--- config.mk ---
export PLATFORM = sky130hd
export DESIGN_NAME = apb_master_flat
export DESIGN_NICKNAME = d
export VERILOG_FILES = /design/src/rtl/apb_pkg.sv /design/src/rtl/apb_master_if.sv /design/src/rtl/apb_wait_timer.sv /design/src/rtl/apb_master.sv /design/src/flat_wrapper.sv
export SDC_FILE = /design/constraint.sdc
export NUM_CORES = 1
export LEC_CHECK = 0
export ABC_AREA = 1
export CAP_MARGIN = 30
export CORE_ASPECT_RATIO = 2
export CORE_MARGIN = 5
export CORE_UTILIZATION = 42
export DETAILED_ROUTE_END_ITERATION = 10
export HOLD_SLACK_MARGIN = 0.12
export PLACE_DENSITY_LB_ADDON = 0.05
export SYNTH_ARGS = -nofsm -noshare
export SYNTH_HDL_FRONTEND = slang
export SYNTH_HIERARCHICAL = 1
export SYNTH_SLANG_ARGS = --single-unit
export TNS_END_PERCENT = 5
--- constraint.sdc ---
create_clock -name PCLK -period 2 [get_ports PCLK]
set_clock_uncertainty 0.15 [all_clocks]
set_input_delay 0.4 -clock PCLK [delete_from_list [all_inputs] [get_ports PCLK]]
set_output_delay 0.4 -clock PCLK [all_outputs]
set_load 0.02 [all_outputs]
--- src/rtl/apb_pkg.sv ---
// Shared types and helpers for the APB requester: FSM state encoding and
// slave-select decoding.
package apb_pkg;

  typedef enum logic [1:0] {
    IDLE   = 2'd0,
    SETUP  = 2'd1,
    ACCESS = 2'd2,
    RESP   = 2'd3
  } apb_state_e;

  localparam int SLV_IDX_W = 2;

  localparam logic [SLV_IDX_W-1:0] RAM  = 2'd0;
  localparam logic [SLV_IDX_W-1:0] UART = 2'd1;

  function automatic logic [3:0] slv_onehot(input logic [SLV_IDX_W-1:0] idx);
    return 4'b0001 << idx;
  endfunction

endpackage

--- src/rtl/apb_master_if.sv ---
// Command/response stream plus APB4 bus of the requester, bundled for port use.
interface apb_master_if #(
  parameter int ADDR_WIDTH = 16,
  parameter int DATA_WIDTH = 32
);
  logic                  cmd_valid;
  logic                  cmd_ready;
  logic                  cmd_write;
  logic [ADDR_WIDTH-1:0] cmd_addr;
  logic [DATA_WIDTH-1:0] cmd_wdata;
  logic [3:0]            cmd_strb;
  logic [2:0]            cmd_prot;

  logic                  rsp_valid;
  logic                  rsp_ready;
  logic [DATA_WIDTH-1:0] rsp_rdata;
  logic                  rsp_err;
  logic                  rsp_timeout;

  logic [3:0]            PSEL;
  logic                  PENABLE;
  logic                  PWRITE;
  logic [ADDR_WIDTH-1:0] PADDR;
  logic [DATA_WIDTH-1:0] PWDATA;
  logic [3:0]            PSTRB;
  logic [2:0]            PPROT;
  logic [DATA_WIDTH-1:0] PRDATA;
  logic                  PREADY;
  logic                  PSLVERR;

  modport master (
    input  cmd_valid, cmd_write, cmd_addr, cmd_wdata, cmd_strb, cmd_prot,
    output cmd_ready,
    output rsp_valid, rsp_rdata, rsp_err, rsp_timeout,
    input  rsp_ready,
    output PSEL, PENABLE, PWRITE, PADDR, PWDATA, PSTRB, PPROT,
    input  PRDATA, PREADY, PSLVERR
  );

  modport slave (
    output cmd_valid, cmd_write, cmd_addr, cmd_wdata, cmd_strb, cmd_prot,
    input  cmd_ready,
    input  rsp_valid, rsp_rdata, rsp_err, rsp_timeout,
    output rsp_ready,
    input  PSEL, PENABLE, PWRITE, PADDR, PWDATA, PSTRB, PPROT,
    output PRDATA, PREADY, PSLVERR
  );

endinterface

--- src/rtl/apb_wait_timer.sv ---
// Saturating ACCESS-phase wait counter; expired once the count reaches limit.
module apb_wait_timer #(
  parameter int CNT_W = 5
) (
  input  logic             clk,
  input  logic             rst,
  input  logic             clear,
  input  logic             enable,
  input  logic [CNT_W-1:0] limit,
  output logic             expired
);

  logic [CNT_W-1:0] count;

  assign expired = (count >= limit);

  // Holding at the limit keeps the counter from wrapping during long stalls.
  always_ff @(posedge clk) begin
    if (rst || clear) begin
      count <= '0;
    end else if (enable && !expired) begin
      count <= count + 1'b1;
    end
  end

endmodule

--- src/rtl/apb_master.sv ---
// APB4 requester: one outstanding command at a time, registered APB and
// response outputs, timeout-terminated ACCESS phase.
module apb_master
  import apb_pkg::*;
#(
  parameter int ADDR_WIDTH     = 16,
  parameter int DATA_WIDTH     = 32,
  parameter int TIMEOUT_CYCLES = 16
) (
  input  logic         PCLK,
  input  logic         PRESET,
  apb_master_if.master bus
);

  localparam int               CNT_W = $clog2(TIMEOUT_CYCLES + 1);
  localparam logic [CNT_W-1:0] LIMIT = CNT_W'(TIMEOUT_CYCLES - 1);

  apb_state_e state, state_nxt;

  logic [3:0]            psel_q,    psel_d;
  logic                  penable_q, penable_d;
  logic                  pwrite_q,  pwrite_d;
  logic [ADDR_WIDTH-1:0] paddr_q,   paddr_d;
  logic [DATA_WIDTH-1:0] pwdata_q,  pwdata_d;
  logic [3:0]            pstrb_q,   pstrb_d;
  logic [2:0]            pprot_q,   pprot_d;
  logic                  cmd_ready_q, cmd_ready_d;
  logic                  rsp_valid_q, rsp_valid_d;
  logic [DATA_WIDTH-1:0] rsp_rdata_q, rsp_rdata_d;
  logic                  rsp_err_q,   rsp_err_d;
  logic                  rsp_timeout_q, rsp_timeout_d;

  logic accept;
  logic expired;

  // cmd_ready is registered, so the cycle right after reset refuses commands.
  assign accept = (state == IDLE) && cmd_ready_q && bus.cmd_valid;

  apb_wait_timer #(
    .CNT_W (CNT_W)
  ) u_wait_timer (
    .clk     (PCLK),
    .rst     (PRESET),
    .clear   (state == SETUP),
    .enable  ((state == ACCESS) && !bus.PREADY),
    .limit   (LIMIT),
    .expired (expired)
  );

  always_ff @(posedge PCLK) begin
    if (PRESET) begin
      state         <= IDLE;
      psel_q        <= '0;
      penable_q     <= 1'b0;
      pwrite_q      <= 1'b0;
      paddr_q       <= '0;
      pwdata_q      <= '0;
      pstrb_q       <= '0;
      pprot_q       <= '0;
      cmd_ready_q   <= 1'b0;
      rsp_valid_q   <= 1'b0;
      rsp_rdata_q   <= '0;
      rsp_err_q     <= 1'b0;
      rsp_timeout_q <= 1'b0;
    end else begin
      state         <= state_nxt;
      psel_q        <= psel_d;
      penable_q     <= penable_d;
      pwrite_q      <= pwrite_d;
      paddr_q       <= paddr_d;
      pwdata_q      <= pwdata_d;
      pstrb_q       <= pstrb_d;
      pprot_q       <= pprot_d;
      cmd_ready_q   <= cmd_ready_d;
      rsp_valid_q   <= rsp_valid_d;
      rsp_rdata_q   <= rsp_rdata_d;
      rsp_err_q     <= rsp_err_d;
      rsp_timeout_q <= rsp_timeout_d;
    end
  end

  always_comb begin
    state_nxt = state;
    unique case (state)
      IDLE:    if (accept) state_nxt = SETUP;
      SETUP:   state_nxt = ACCESS;
      ACCESS:  if (bus.PREADY || expired) state_nxt = RESP;
      RESP:    if (bus.rsp_ready) state_nxt = IDLE;
      default: state_nxt = IDLE;
    endcase
  end

  always_comb begin
    psel_d        = psel_q;
    penable_d     = penable_q;
    pwrite_d      = pwrite_q;
    paddr_d       = paddr_q;
    pwdata_d      = pwdata_q;
    pstrb_d       = pstrb_q;
    pprot_d       = pprot_q;
    rsp_valid_d   = rsp_valid_q;
    rsp_rdata_d   = rsp_rdata_q;
    rsp_err_d     = rsp_err_q;
    rsp_timeout_d = rsp_timeout_q;
    cmd_ready_d   = (state_nxt == IDLE);
    unique case (state)
      IDLE: begin
        if (accept) begin
          psel_d   = slv_onehot(bus.cmd_addr[ADDR_WIDTH-1 -: SLV_IDX_W]);
          pwrite_d = bus.cmd_write;
          paddr_d  = bus.cmd_addr;
          pwdata_d = bus.cmd_wdata;
          pstrb_d  = bus.cmd_write ? bus.cmd_strb : 4'b0000;
          pprot_d  = bus.cmd_prot;
        end
      end
      SETUP: penable_d = 1'b1;
      ACCESS: begin
        // PREADY wins over an expiring counter in the same cycle.
        if (bus.PREADY) begin
          psel_d        = '0;
          penable_d     = 1'b0;
          rsp_valid_d   = 1'b1;
          rsp_rdata_d   = pwrite_q ? '0 : bus.PRDATA;
          rsp_err_d     = bus.PSLVERR;
          rsp_timeout_d = 1'b0;
        end else if (expired) begin
          psel_d        = '0;
          penable_d     = 1'b0;
          rsp_valid_d   = 1'b1;
          rsp_rdata_d   = '0;
          rsp_err_d     = 1'b1;
          rsp_timeout_d = 1'b1;
        end
      end
      RESP: if (bus.rsp_ready) rsp_valid_d = 1'b0;
      default: ;
    endcase
  end

  assign bus.PSEL        = psel_q;
  assign bus.PENABLE     = penable_q;
  assign bus.PWRITE      = pwrite_q;
  assign bus.PADDR       = paddr_q;
  assign bus.PWDATA      = pwdata_q;
  assign bus.PSTRB       = pstrb_q;
  assign bus.PPROT       = pprot_q;
  assign bus.cmd_ready   = cmd_ready_q;
  assign bus.rsp_valid   = rsp_valid_q;
  assign bus.rsp_rdata   = rsp_rdata_q;
  assign bus.rsp_err     = rsp_err_q;
  assign bus.rsp_timeout = rsp_timeout_q;

endmodule

--- src/flat_wrapper.sv ---
// flat-port wrapper written by rule: the top's interface ports become plain ports
module apb_master_flat import apb_pkg::*;
#(
  parameter int ADDR_WIDTH     = 16,
  parameter int DATA_WIDTH     = 32,
  parameter int TIMEOUT_CYCLES = 16
)
  (PCLK, PRESET, bus_cmd_valid, bus_cmd_write, bus_cmd_addr, bus_cmd_wdata, bus_cmd_strb, bus_cmd_prot, bus_cmd_ready, bus_rsp_valid, bus_rsp_rdata, bus_rsp_err, bus_rsp_timeout, bus_rsp_ready, bus_PSEL, bus_PENABLE, bus_PWRITE, bus_PADDR, bus_PWDATA, bus_PSTRB, bus_PPROT, bus_PRDATA, bus_PREADY, bus_PSLVERR);
  apb_master_if #(.ADDR_WIDTH(ADDR_WIDTH), .DATA_WIDTH(DATA_WIDTH)) bus_i ();
  input  logic PCLK;
  input  logic PRESET;
  input wire logic [$bits(bus_i.cmd_valid)-1:0] bus_cmd_valid;
  input wire logic [$bits(bus_i.cmd_write)-1:0] bus_cmd_write;
  input wire logic [$bits(bus_i.cmd_addr)-1:0] bus_cmd_addr;
  input wire logic [$bits(bus_i.cmd_wdata)-1:0] bus_cmd_wdata;
  input wire logic [$bits(bus_i.cmd_strb)-1:0] bus_cmd_strb;
  input wire logic [$bits(bus_i.cmd_prot)-1:0] bus_cmd_prot;
  output wire logic [$bits(bus_i.cmd_ready)-1:0] bus_cmd_ready;
  output wire logic [$bits(bus_i.rsp_valid)-1:0] bus_rsp_valid;
  output wire logic [$bits(bus_i.rsp_rdata)-1:0] bus_rsp_rdata;
  output wire logic [$bits(bus_i.rsp_err)-1:0] bus_rsp_err;
  output wire logic [$bits(bus_i.rsp_timeout)-1:0] bus_rsp_timeout;
  input wire logic [$bits(bus_i.rsp_ready)-1:0] bus_rsp_ready;
  output wire logic [$bits(bus_i.PSEL)-1:0] bus_PSEL;
  output wire logic [$bits(bus_i.PENABLE)-1:0] bus_PENABLE;
  output wire logic [$bits(bus_i.PWRITE)-1:0] bus_PWRITE;
  output wire logic [$bits(bus_i.PADDR)-1:0] bus_PADDR;
  output wire logic [$bits(bus_i.PWDATA)-1:0] bus_PWDATA;
  output wire logic [$bits(bus_i.PSTRB)-1:0] bus_PSTRB;
  output wire logic [$bits(bus_i.PPROT)-1:0] bus_PPROT;
  input wire logic [$bits(bus_i.PRDATA)-1:0] bus_PRDATA;
  input wire logic [$bits(bus_i.PREADY)-1:0] bus_PREADY;
  input wire logic [$bits(bus_i.PSLVERR)-1:0] bus_PSLVERR;
  assign bus_i.cmd_valid = bus_cmd_valid;
  assign bus_i.cmd_write = bus_cmd_write;
  assign bus_i.cmd_addr = bus_cmd_addr;
  assign bus_i.cmd_wdata = bus_cmd_wdata;
  assign bus_i.cmd_strb = bus_cmd_strb;
  assign bus_i.cmd_prot = bus_cmd_prot;
  assign bus_cmd_ready = bus_i.cmd_ready;
  assign bus_rsp_valid = bus_i.rsp_valid;
  assign bus_rsp_rdata = bus_i.rsp_rdata;
  assign bus_rsp_err = bus_i.rsp_err;
  assign bus_rsp_timeout = bus_i.rsp_timeout;
  assign bus_i.rsp_ready = bus_rsp_ready;
  assign bus_PSEL = bus_i.PSEL;
  assign bus_PENABLE = bus_i.PENABLE;
  assign bus_PWRITE = bus_i.PWRITE;
  assign bus_PADDR = bus_i.PADDR;
  assign bus_PWDATA = bus_i.PWDATA;
  assign bus_PSTRB = bus_i.PSTRB;
  assign bus_PPROT = bus_i.PPROT;
  assign bus_i.PRDATA = bus_PRDATA;
  assign bus_i.PREADY = bus_PREADY;
  assign bus_i.PSLVERR = bus_PSLVERR;
  apb_master #(.ADDR_WIDTH(ADDR_WIDTH), .DATA_WIDTH(DATA_WIDTH), .TIMEOUT_CYCLES(TIMEOUT_CYCLES)) u_core (.PCLK(PCLK), .PRESET(PRESET), .bus(bus_i));
endmodule
==> flow_metrics.tcl <==
set metrics [dict create \
    status "finished, final reports clean" \
    fin_ws_ps 89.6 \
    synth_top_family_by_area "simple AND/OR/NAND/NOR gates" \
    cts_resized 0 \
    switchingPower_mw 1.61 \
    die_y_um 151 \
    finalHoldViolations 0 \
    syn-instance-count 558 \
    viasPerCell 4.86 \
    fmax_ghz 0.523 \
    synth.area.mux_share_pct 0 \
    drtIter0Drc 264 \
    final_cell_mix "clkdlybuf4s50_1 (190), nor2_1 (147), dfxtp_1 (101), nand2_1 (69), o21ai_0 (59)" \
    setup_viol_count_final 0 \
    p_leak_nw 2.63 \
    overflow 0 \
    cts-root-buf "clkbuf_16" \
    synthAdderAreaFrac_pct 1.79 \
    cts_hold_buf 0 \
    seqPwrFrac_pct 41.6 \
    synth_cell_type_count 27 \
    cts.sinks 104 \
    synth_area_um2 4200 \
    num_vias 4304 \
    drive_gt1_share_pct 7.57 \
    path_max_fanout 17 \
    nets 848 \
    startpoint_type "register" \
    cts-buffers-inserted 9 \
    ys_seq_elements 104 \
    place_ws_ps 21.0 \
    internal_power_mw 4.07 \
    antenna_left 0 \
    wirelength_mm 13.1 \
    peakVddDrop_uv 519 \
    p_per_area_nw_per_um2 849 \
    drv_cap 0 \
    finalMaxSlewViolations 0 \
    diodes 0 \
    cpMostUsedCell "nand2_2" \
    synth_simple_gate_area_share_pct 28.5 \
    max_stage_delay_ps 340 \
    area_growth_pct 59.1 \
    final_common_cell "clkdlybuf4s50_1" \
    avgSynthCellArea_um2 7.53 \
    antenna_found_initial 0 \
    end_kind "register" \
    post-route-period-util_pct 95.5 \
    cts_tree "done" \
    grt_use_total_pct 20.4 \
    synth_compound_area_share_pct 12.2 \
    postCtsSetupRepairBufs 0 \
    wl_per_cell_um 14.8 \
    rows 51 \
    swShare_pct 28.4 \
    fin_setup_tns_ps 0 \
    initial_core_util_pct 43.1 \
    grt_start_max_net_pins 67 \
    num_io_pins 191 \
    critPathArrivalTime_ps 1990 \
    cts.path.max_buffers 2 \
    pwr-share-comb_pct 25.4 \
    grt_pass1_vias 4110 \
    fin_crit_ps 1910 \
    coreArea_um2 9760 \
    crit_slowest_cell "dfxtp_2" \
    gp_congestion 0.823 \
    drc 0 \
    setup.worst_path.class "register to register" \
    dr.pass1.iters 4 \
    p_total_mw 5.68 \
    insertion_delay_ps 340 \
    hold_class "register to register" \
    synth_xor_area_share_pct 0.208 \
    htree_levels 3 \
    hpwl_mm 9.24 \
    grt_first_pass_wirelength_mm 19.4 \
    finish.utilization_pct 68.5 \
    die_area_um2 12200 \
    path_cells "ha_4 -> nand2_2 -> nor2_4 -> nand2_2 -> nand2_2 -> nor2_2 -> nor2_4 -> clkbuf_16 -> nand2_1 -> o21ai_0 -> nor2_1" \
    synth_area_leaders "dfxtp_1 (50%), nor2_1 (13%), o21ai_0 (7.0%), nand2_1 (6.3%), nand3_1 (4.8%)" \
    synth_top_area_cell "dfxtp_1" \
    worstPathRequired_ps 2080 \
    synth_warnings 6 \
    die_w_um 80.7 \
    ys_seq_area_share_pct 49.5 \
    p_clk_share_pct 33.0 \
    netlist.area_leader.share_pct 49.5 \
    cts.clk_slew.worst_paths_ps 70 \
    port_buffers 190 \
]
path summary, 6_finish.rpt:
check | startpoint | to | slack [ps] | depth (start not counted)
max | u_core/u_wait_timer/count[4] | u_core/bus.rsp_rdata[31] | 90 | 11
min | u_core/bus.PSTRB[3] | u_core/bus.PSTRB[3] | 320 | 2
max reg2reg | u_core/u_wait_timer/count[4] | u_core/bus.rsp_rdata[31] | 90 | 11
min reg2reg | u_core/bus.PSTRB[3] | u_core/bus.PSTRB[3] | 320 | 2
critical path: cells and delay by family (launching register included):
family | cells | cell delay [ps]
compound gates | 1 | 80
fa+ha+maj | 1 | 270
buf+inv | 1 | 250
flops | 1 | 340
simple gates | 8 | 720
cell families after synthesis:
logic type | count (synthesis)
simple gates | 283
flops | 104
compound gates | 100
buf+inv | 62
fa+ha+maj | 6
other cells | 2
xor+xnor | 1
cell type report:
| type | instances | area (um2) |
|---|---|---|
| clock inverter | 7 | 92.6 |
| inverter | 26 | 100 |
| fill | 864 | 3070 |
| clock buffer | 9 | 225 |
| tap | 132 | 165 |
| sequential | 104 | 2090 |
| timing repair buffer | 212 | 2190 |
| multi-input combinational | 395 | 1830 |
metrics by stage:
stage	cell area, um2	cells	hold WS, ps
5_1_grt	6690	885	333
2_1_floorplan	4220	561	321
6_report	6690	885	315
4_1_cts	6570	880	314
3_5_place_dp	6250	864	304
3_3_place_gp	6250	864	300
sequential cells by signal (all words and copies together), names as in the netlist, 2 cells and up:
signal / flops
u_core/bus.PPROT: 3
u_core/bus.PSTRB: 4
u_core/bus.PWDATA: 32
u_core/state: 2
u_core/u_wait_timer/count: 5
u_core/bus.PSEL: 4
u_core/bus.PADDR: 16
u_core/bus.rsp_rdata: 32
power groups by stage:
stage | Combinational (mW) | Clock [mW] | Sequential [mW]
final | 1.44 | 1.87 | 2.37
after global routing | 1.57 | 2.01 | 2.39
after CTS | 1.42 | 1.92 | 2.37
after detailed placement | 1.42 | 0 | 2.41
after global placement | 1.40 | 0 | 2.40
after floorplan | 0.507 | 0 | 2.64
synthesized netlist by cell type:
cell type,number
nand2_1,70
inv_4,1
dfxtp_1,104
xor2_1,1
o21ai_0,59
buf_4,2
a21oi_1,14
conb_1,2
clkbuf_1,15
inv_1,24
buf_2,6
nand2_4,2
inv_2,1
nand3_2,1
buf_6,9
nor2_1,147
a21oi_4,1
nor2_4,1
o21ai_1,26
ha_1,6
nor3_1,2
nand3_1,40
nand3b_1,2
nand2_2,3
nand4_1,11
clkbuf_2,4
nor2_2,4
layer usage:
layer,global-route usage [%],share of wire (%)
met5,0,0
met4,9.56,3.4
met3,5.92,6.6
met2,37.0,54
met1,21.0,36
No activity file was read; power rests on OpenSTA's default activity.
